[config.mk]
export PLATFORM = sky130hd
export DESIGN_NAME = axis_rr_arbiter
export DESIGN_NICKNAME = d
export VERILOG_FILES = /design/src/rtl/axis_rr_arbiter.sv
export SDC_FILE = /design/constraint.sdc
export NUM_CORES = 1
export LEC_CHECK = 0
export ABC_AREA = 1
export CAP_MARGIN = 20
export CORE_AREA = 2 2 69 71
export DETAILED_ROUTE_END_ITERATION = 7
export DIE_AREA = 0 0 71 73
export DONT_BUFFER_PORTS = 1
export GPL_TIMING_DRIVEN = 0
export RECOVER_POWER = 25
export SETUP_SLACK_MARGIN = 0.1
export SYNTH_ARGS = -nofsm -noshare
export SYNTH_HDL_FRONTEND = slang
export SYNTH_SLANG_ARGS = --single-unit
[constraint.sdc]
create_clock -name i_clk -period 2.73 [get_ports i_clk]
set_input_delay 0.1365 -clock i_clk [delete_from_list [all_inputs] [get_ports i_clk]]
set_output_delay 0.1365 -clock i_clk [all_outputs]
set_load 0.02 [all_outputs]
[src/rtl/axis_rr_arbiter.sv]
// Packet-granular round-robin arbiter: merges NUM AXI-stream sources onto one
// output, holding each grant until the granted source's last beat completes.
module axis_rr_arbiter #(
    parameter int NUM = 4,
    parameter int DW  = 32,
    parameter int GW  = $clog2(NUM)
) (
    input  logic              i_clk,
    input  logic              i_reset,
    input  logic [NUM-1:0]    i_valid,
    input  logic [NUM*DW-1:0] i_data,
    input  logic [NUM-1:0]    i_last,
    output logic [NUM-1:0]    o_ready,
    output logic              o_valid,
    output logic [DW-1:0]     o_data,
    output logic              o_last,
    input  logic              i_ready,
    output logic [GW-1:0]     o_grant,
    output logic              o_busy
);

    // Handshake rule on every port pair: a beat moves on a rising edge where
    // valid and ready are both high; valid, once raised, holds until that edge.

    typedef enum logic {
        S_IDLE = 1'b0,
        S_BUSY = 1'b1
    } state_t;

    state_t          r_state;
    state_t          w_state_nxt;
    logic [GW-1:0]   r_grant;
    logic [GW-1:0]   r_prio_last;
    logic [GW-1:0]   w_grant_nxt;
    logic [GW-1:0]   w_prio_nxt;
    logic [GW-1:0]   w_winner;
    logic            w_any;
    logic            w_eop;
    logic [DW-1:0]   w_src_data [NUM];

    for (genvar gi = 0; gi < NUM; gi++) begin : g_unpack
        assign w_src_data[gi] = i_data[gi*DW +: DW];
    end

    // Scan offsets NUM..1 so the smallest offset past prio_last wins last.
    always_comb begin : winner_scan
        logic [GW:0] sum;
        sum      = '0;
        w_any    = 1'b0;
        w_winner = '0;
        for (int k = NUM; k >= 1; k--) begin
            sum = {1'b0, r_prio_last} + (GW+1)'(k);
            if (sum >= (GW+1)'(NUM)) begin
                sum = sum - (GW+1)'(NUM);
            end
            if (i_valid[sum[GW-1:0]]) begin
                w_any    = 1'b1;
                w_winner = sum[GW-1:0];
            end
        end
    end

    assign w_eop = i_valid[r_grant] & i_ready & i_last[r_grant];

    always_ff @(posedge i_clk) begin
        if (i_reset) begin
            r_state     <= S_IDLE;
            r_grant     <= '0;
            r_prio_last <= GW'(NUM - 1);
        end else begin
            r_state     <= w_state_nxt;
            r_grant     <= w_grant_nxt;
            r_prio_last <= w_prio_nxt;
        end
    end

    always_comb begin
        w_state_nxt = r_state;
        w_grant_nxt = r_grant;
        w_prio_nxt  = r_prio_last;
        case (r_state)
            S_IDLE: begin
                if (w_any) begin
                    w_state_nxt = S_BUSY;
                    w_grant_nxt = w_winner;
                end
            end
            S_BUSY: begin
                if (w_eop) begin
                    w_state_nxt = S_IDLE;
                    w_prio_nxt  = r_grant;
                end
            end
            default: w_state_nxt = S_IDLE;
        endcase
    end

    always_comb begin
        o_valid = 1'b0;
        o_data  = '0;
        o_last  = 1'b0;
        o_ready = '0;
        if (r_state == S_BUSY) begin
            o_valid          = i_valid[r_grant];
            o_data           = w_src_data[r_grant];
            o_last           = i_last[r_grant];
            o_ready[r_grant] = i_ready;
        end
    end

    assign o_grant = r_grant;
    assign o_busy  = (r_state == S_BUSY);

endmodule

Word-level counts from Yosys, hierarchy flattened
Index checks and enable logic that the tools add are counted.

cells by class
  $lt $le $gt $ge = 11
  add/subtract/negate cells = 8
  bitwise operators = 5
  reductions and logical operators = 3
  multiplexer cells = 36

operators by type and width
  kind                   count
  $mux W32               3
  $bmux W32 S2           1
  $mux W2                8
  $ge A3 B3 Y1 const B   5
  $lt A2 B3 Y1 const B   5
  $mux W1                15
  $bmux W1 S2            6
  $sub A2 B1 Y2 const B  4
  $add A2 B2 Y3 const B  2
  $and A4 B4 Y4          1
  $mux W4                1
  $reduce_and A2 Y1      2
  $add A2 B1 Y3 const B  1
  $add A2 B3 Y3 const B  1
  $not A2 Y3             1
  $and A1 B1 Y1          2
  $demux W1 S2           1
  $ge A2 B1 Y1 const B   1
  $pmux W1 S2            1
  $logic_and A1 B1 Y1    1
  $not A1 Y1             1

storage, ports and cells
  logic and storage cells = 66
  output and inout port bits = 41
  bits of input ports = 139
  register bits = 5

Depth between registers and ports, before layout
  word-level depth = 11
  gate-level depth with buffers = 12
  mapped depth without buffers = 11

Least setup slack after synthesis
OpenSTA, ideal clock, no wires.

  kind = register -> output
  from = register r_grant[1], in the netlist o_grant[1]
  to = output o_data[11]
  setup slack = 1.093 ns
  buffers on the path = 3
  arrival = 1.500 ns
  cell stages (with the launch flop) = 6
  path through = dfxtp_1 > buf_6 > buf_2 > buf_2 > nand3_1 > a31oi_1

on the way
  word-level cells in the longest chain between the ends = 5

RTL lines
  item                                          RTL line  RTL
  from (decl)                                   32        logic [GW-1:0] r_grant;
  from (signal assigned)                        72        r_grant <= w_grant_nxt;
  $not A2 Y3 (implied by the code)              105       o_data = w_src_data[r_grant];
  $bmux W32 S2                                  105
  $mux W32 (implied by the code) (2 in series)  105
  $mux W32                                      103       if (r_state == S_BUSY) begin
  to (decl)                                     15        output logic [DW-1:0] o_data,

Every way passes these cells. The select of a mux whose other input is x is not followed.

Worst setup path in the final report
  from = register r_grant[0], in the netlist o_grant[0]
  to = output o_data[29]

Same word-level chain as after synthesis.

==> results.py <==
metrics = {
    "layout": {
        "area_delta_synth_final_pct": 6.82,
        "nets": 391,
        "final_area_um2": 1530,
        "diodes": 0,
        "nFillCells": 529,
        "drive_gt1_share_pct": 14.3,
    },
    "logic_synthesis": {
        "yosys-mux-area-fraction_pct": 0,
        "synth_xor_area_share_pct": 0,
        "ys_types": 25,
        "synth.most_common_cell": "nand3_1",
        "synth_area_um2": 1430,
        "synth-edff-count": 0,
        "synth-seq-cells": 5,
        "synth_compound_area_share_pct": 37.7,
        "synth_area_leader_cell": "nand3_1",
        "yosys_warnings": 0,
        "yosys-top-cells-count": "nand3_1, nand2_1, a31oi_1, a22oi_1, buf_2",
        "syn_area_per_cell_um2": 5.81,
        "syn_inst": 246,
        "syn_nets": 385,
        "synthFlopType": "dfxtp_1",
        "synth_simple_gate_area_share_pct": 41.6,
        "synth-adder-area-share_pct": 0,
        "synth.area.top_cells": "nand3_1, a22oi_1, a31oi_1, nand2_1, dfxtp_1",
        "synthArstFlopShare_pct": 0,
        "synth.yosys.seq_area_share_pct": 7.00,
        "synth_top_area_share_pct": 23.8,
        "synth_top_family_by_area": "simple AND/OR/NAND/NOR gates",
    },
    "setup_path": {
        "startpoint_type": "flop",
        "critPathMaxFanout": 10,
        "worstPathCellList": "buf_6 > clkbuf_1 > nand3_1 > a31oi_1",
        "worst_setup_path_end_kind": "output pin",
        "max_stage_delay_ns": 0.54,
        "required_ns": 2.59,
        "cp_slowest_cell": "dfxtp_1",
        "path_class": "flop to output pin",
        "critPathTopFamily": "buffers and inverters",
        "worst-path-buf-inv": 2,
        "worstPathArrival_ns": 2.02,
    },
    "clock_network": {
        "clock_path_buffers": 2,
        "cts_resized": 0,
        "clock_latency_ns": 0.22,
        "cts_buffers": 3,
        "cts_root_buf": "clkbuf_8",
        "post_cts_buffers": 0,
        "cts.clk_slew.worst_paths_ns": 0.04,
        "cts_tree": "done",
        "clock_sinks": 5,
        "htreeDepth": 1,
    },
    "global_route": {
        "grt_pass1_vias": 1698,
        "overflow": 0,
        "antenna_found_initial": 0,
        "grt-busiest-layer": "met2",
        "grt_pass1_wl_um": 8730,
        "track_usage_pct": 21.4,
        "grt_use_met2_pct": 36.4,
        "grtUsageMet3_pct": 4.97,
        "grt_util_met1_pct": 27.1,
        "grt_start_max_net_pins": 11,
    },
    "min_path": {
        "worstHoldPathType": "input port to flop",
    },
    "pwr": {
        "leakage_uw": 0.000569,
        "peakVddDrop_mv": 0.177,
        "seq_power_share_pct": 12.9,
        "power_frac_comb_pct": 68.1,
        "p_sw_share_pct": 55.8,
        "p_int_uw": 323,
        "power.density_nw_per_um2": 478,
        "netSwitchingPower_uw": 407,
        "p_clk_share_pct": 18.9,
    },
    "die": {
        "placeableCoreArea_um2": 4540,
        "dieArea_um2": 5180,
        "die_x_um": 71,
        "rows": 25,
        "start_util_pct": 31.5,
        "num_io_pins": 180,
        "die_y_um": 73,
    },
    "drt": {
        "via_per_inst": 6.53,
        "first_pass_iters": 7,
        "routed_wl_um": 6220,
        "final_antenna_net_count": 0,
        "wl_per_cell_um": 20.4,
        "drt-initial-drc-count": 180,
        "drc": 0,
        "vias": 1992,
    },
    "timing": {
        "finalSetupTns_ns": 0,
        "setup_ws_ns": 0.573,
        "timing.fmax_mhz": 464,
        "finalCritPeriodShare_pct": 79.0,
        "finalClockSkew_ns": 0.000443,
        "final.min_clock_period_ns": 2.16,
        "setup_viol": 0,
        "rsz0062_at_grt": "no",
        "tightestPinTransition_ns": 0.663,
        "slew_violations": 0,
        "finalHoldViolCount": 0,
        "slew_headroom_pct": 55.6,
    },
    "place": {
        "dpl-instance-area_um2": 1500,
        "dpl_worst_slack_ns": 0.801,
        "gp_congestion": 0.773,
        "portBuffers": 0,
        "place_hpwl_um": 4950,
    },
    "status": {
        "outcome": "finished clean",
    },
    "job": {
        "maxCapViolations": 0,
    },
}
-- cell type report --
type                            instances  area (µm²)  share of cell area, %
Clock buffer                            4        45.0                   2.95
Multi-Input combinational cell        199        1110                   72.6
Buffer                                 25         130                   8.52
Sequential cell                         5         100                   6.55
Timing Repair Buffer                    1        10.0                  0.655
Inverter                               17        66.3                   4.34
Tap cell                               54        67.6                   4.42
-- cell families after synthesis --
| kind of cell | after synthesis |
|---|---|
| compound gates | 76 |
| buf+inv | 42 |
| flops | 5 |
| simple gates | 123 |
-- worst reg2reg max path, stage by stage, from the launching register on --
cell      delay, ns
dfxtp_1        0.54
buf_6          0.23
nand2_1        0.08
o21ai_2        0.06
nand2_2        0.05
a31oi_1        0.49
nand2_2        0.18
nand2_1        0.09
o211ai_1       0.07
-- cells in the final DEF (no fill, tap or decap), types with 5 or more instances in the layout --
master / count
nand3_1: 68
nand2_1: 38
a31oi_1: 34
a22oi_1: 32
buf_2: 14
inv_1: 12
clkbuf_1: 9
nor2_1: 7
dfxtp_1: 5
-- registers in the layout, indices dropped and copies added (netlist names) --
| signal | cells |
|---|---|
| o_grant | 2 |
| o_busy | 1 |
| r_prio_last | 2 |
-- power groups by stage --
| stage | sequential (µW) | combinational [µW] | clock, µW |
|---|---|---|---|
| 3_5_place_dp | 95.6 | 500 | 0 |
| 5_1_grt | 95.6 | 541 | 149 |
| 4_1_cts | 94.6 | 502 | 143 |
| 2_1_floorplan | 93.5 | 410 | 0 |
| 3_3_place_gp | 95.8 | 496 | 0 |
| 6_report | 94.5 | 498 | 138 |
-- layer usage --
layer | wire (µm) | up-vias
met3 | 582 | 12
met1 | 2440 | 913
li1 | - | 930
met4 | 129 | 0
met5 | 0 | -
met2 | 3070 | 137
-- final timing paths --
check / from / endpoint / slack [ns] / cells after the start
worst max-delay path: o_grant[0] / o_data[29] / 0.57 / 4
worst min-delay path: i_reset / r_prio_last[0] / 0.10 / 2
worst max register to register: o_grant[0] / r_prio_last[0] / 0.80 / 8
worst min register to register: r_prio_last[1] / r_prio_last[1] / 0.56 / 2
-- through the flow --
stage          util (%)  cells  total power [µW]  hold slack (ns)
2_1_floorplan         -    246               504            0.206
3_3_place_gp       33.0    300               592            0.207
3_5_place_dp       33.0    300               596            0.209
4_1_cts            34.2    305               739           0.0879
5_1_grt            33.7    305               786           0.0929
6_report           33.7    305               731            0.102
-- timing repair --
| item | CTS | global route |
|---|---|---|
| hold endpoints to repair | 1 | 0 |
| endpoints found under the setup margin | 0 | 0 |
| hold buffers | 1 | 0 |
Note: power is estimated with default switching activity, not from simulation.
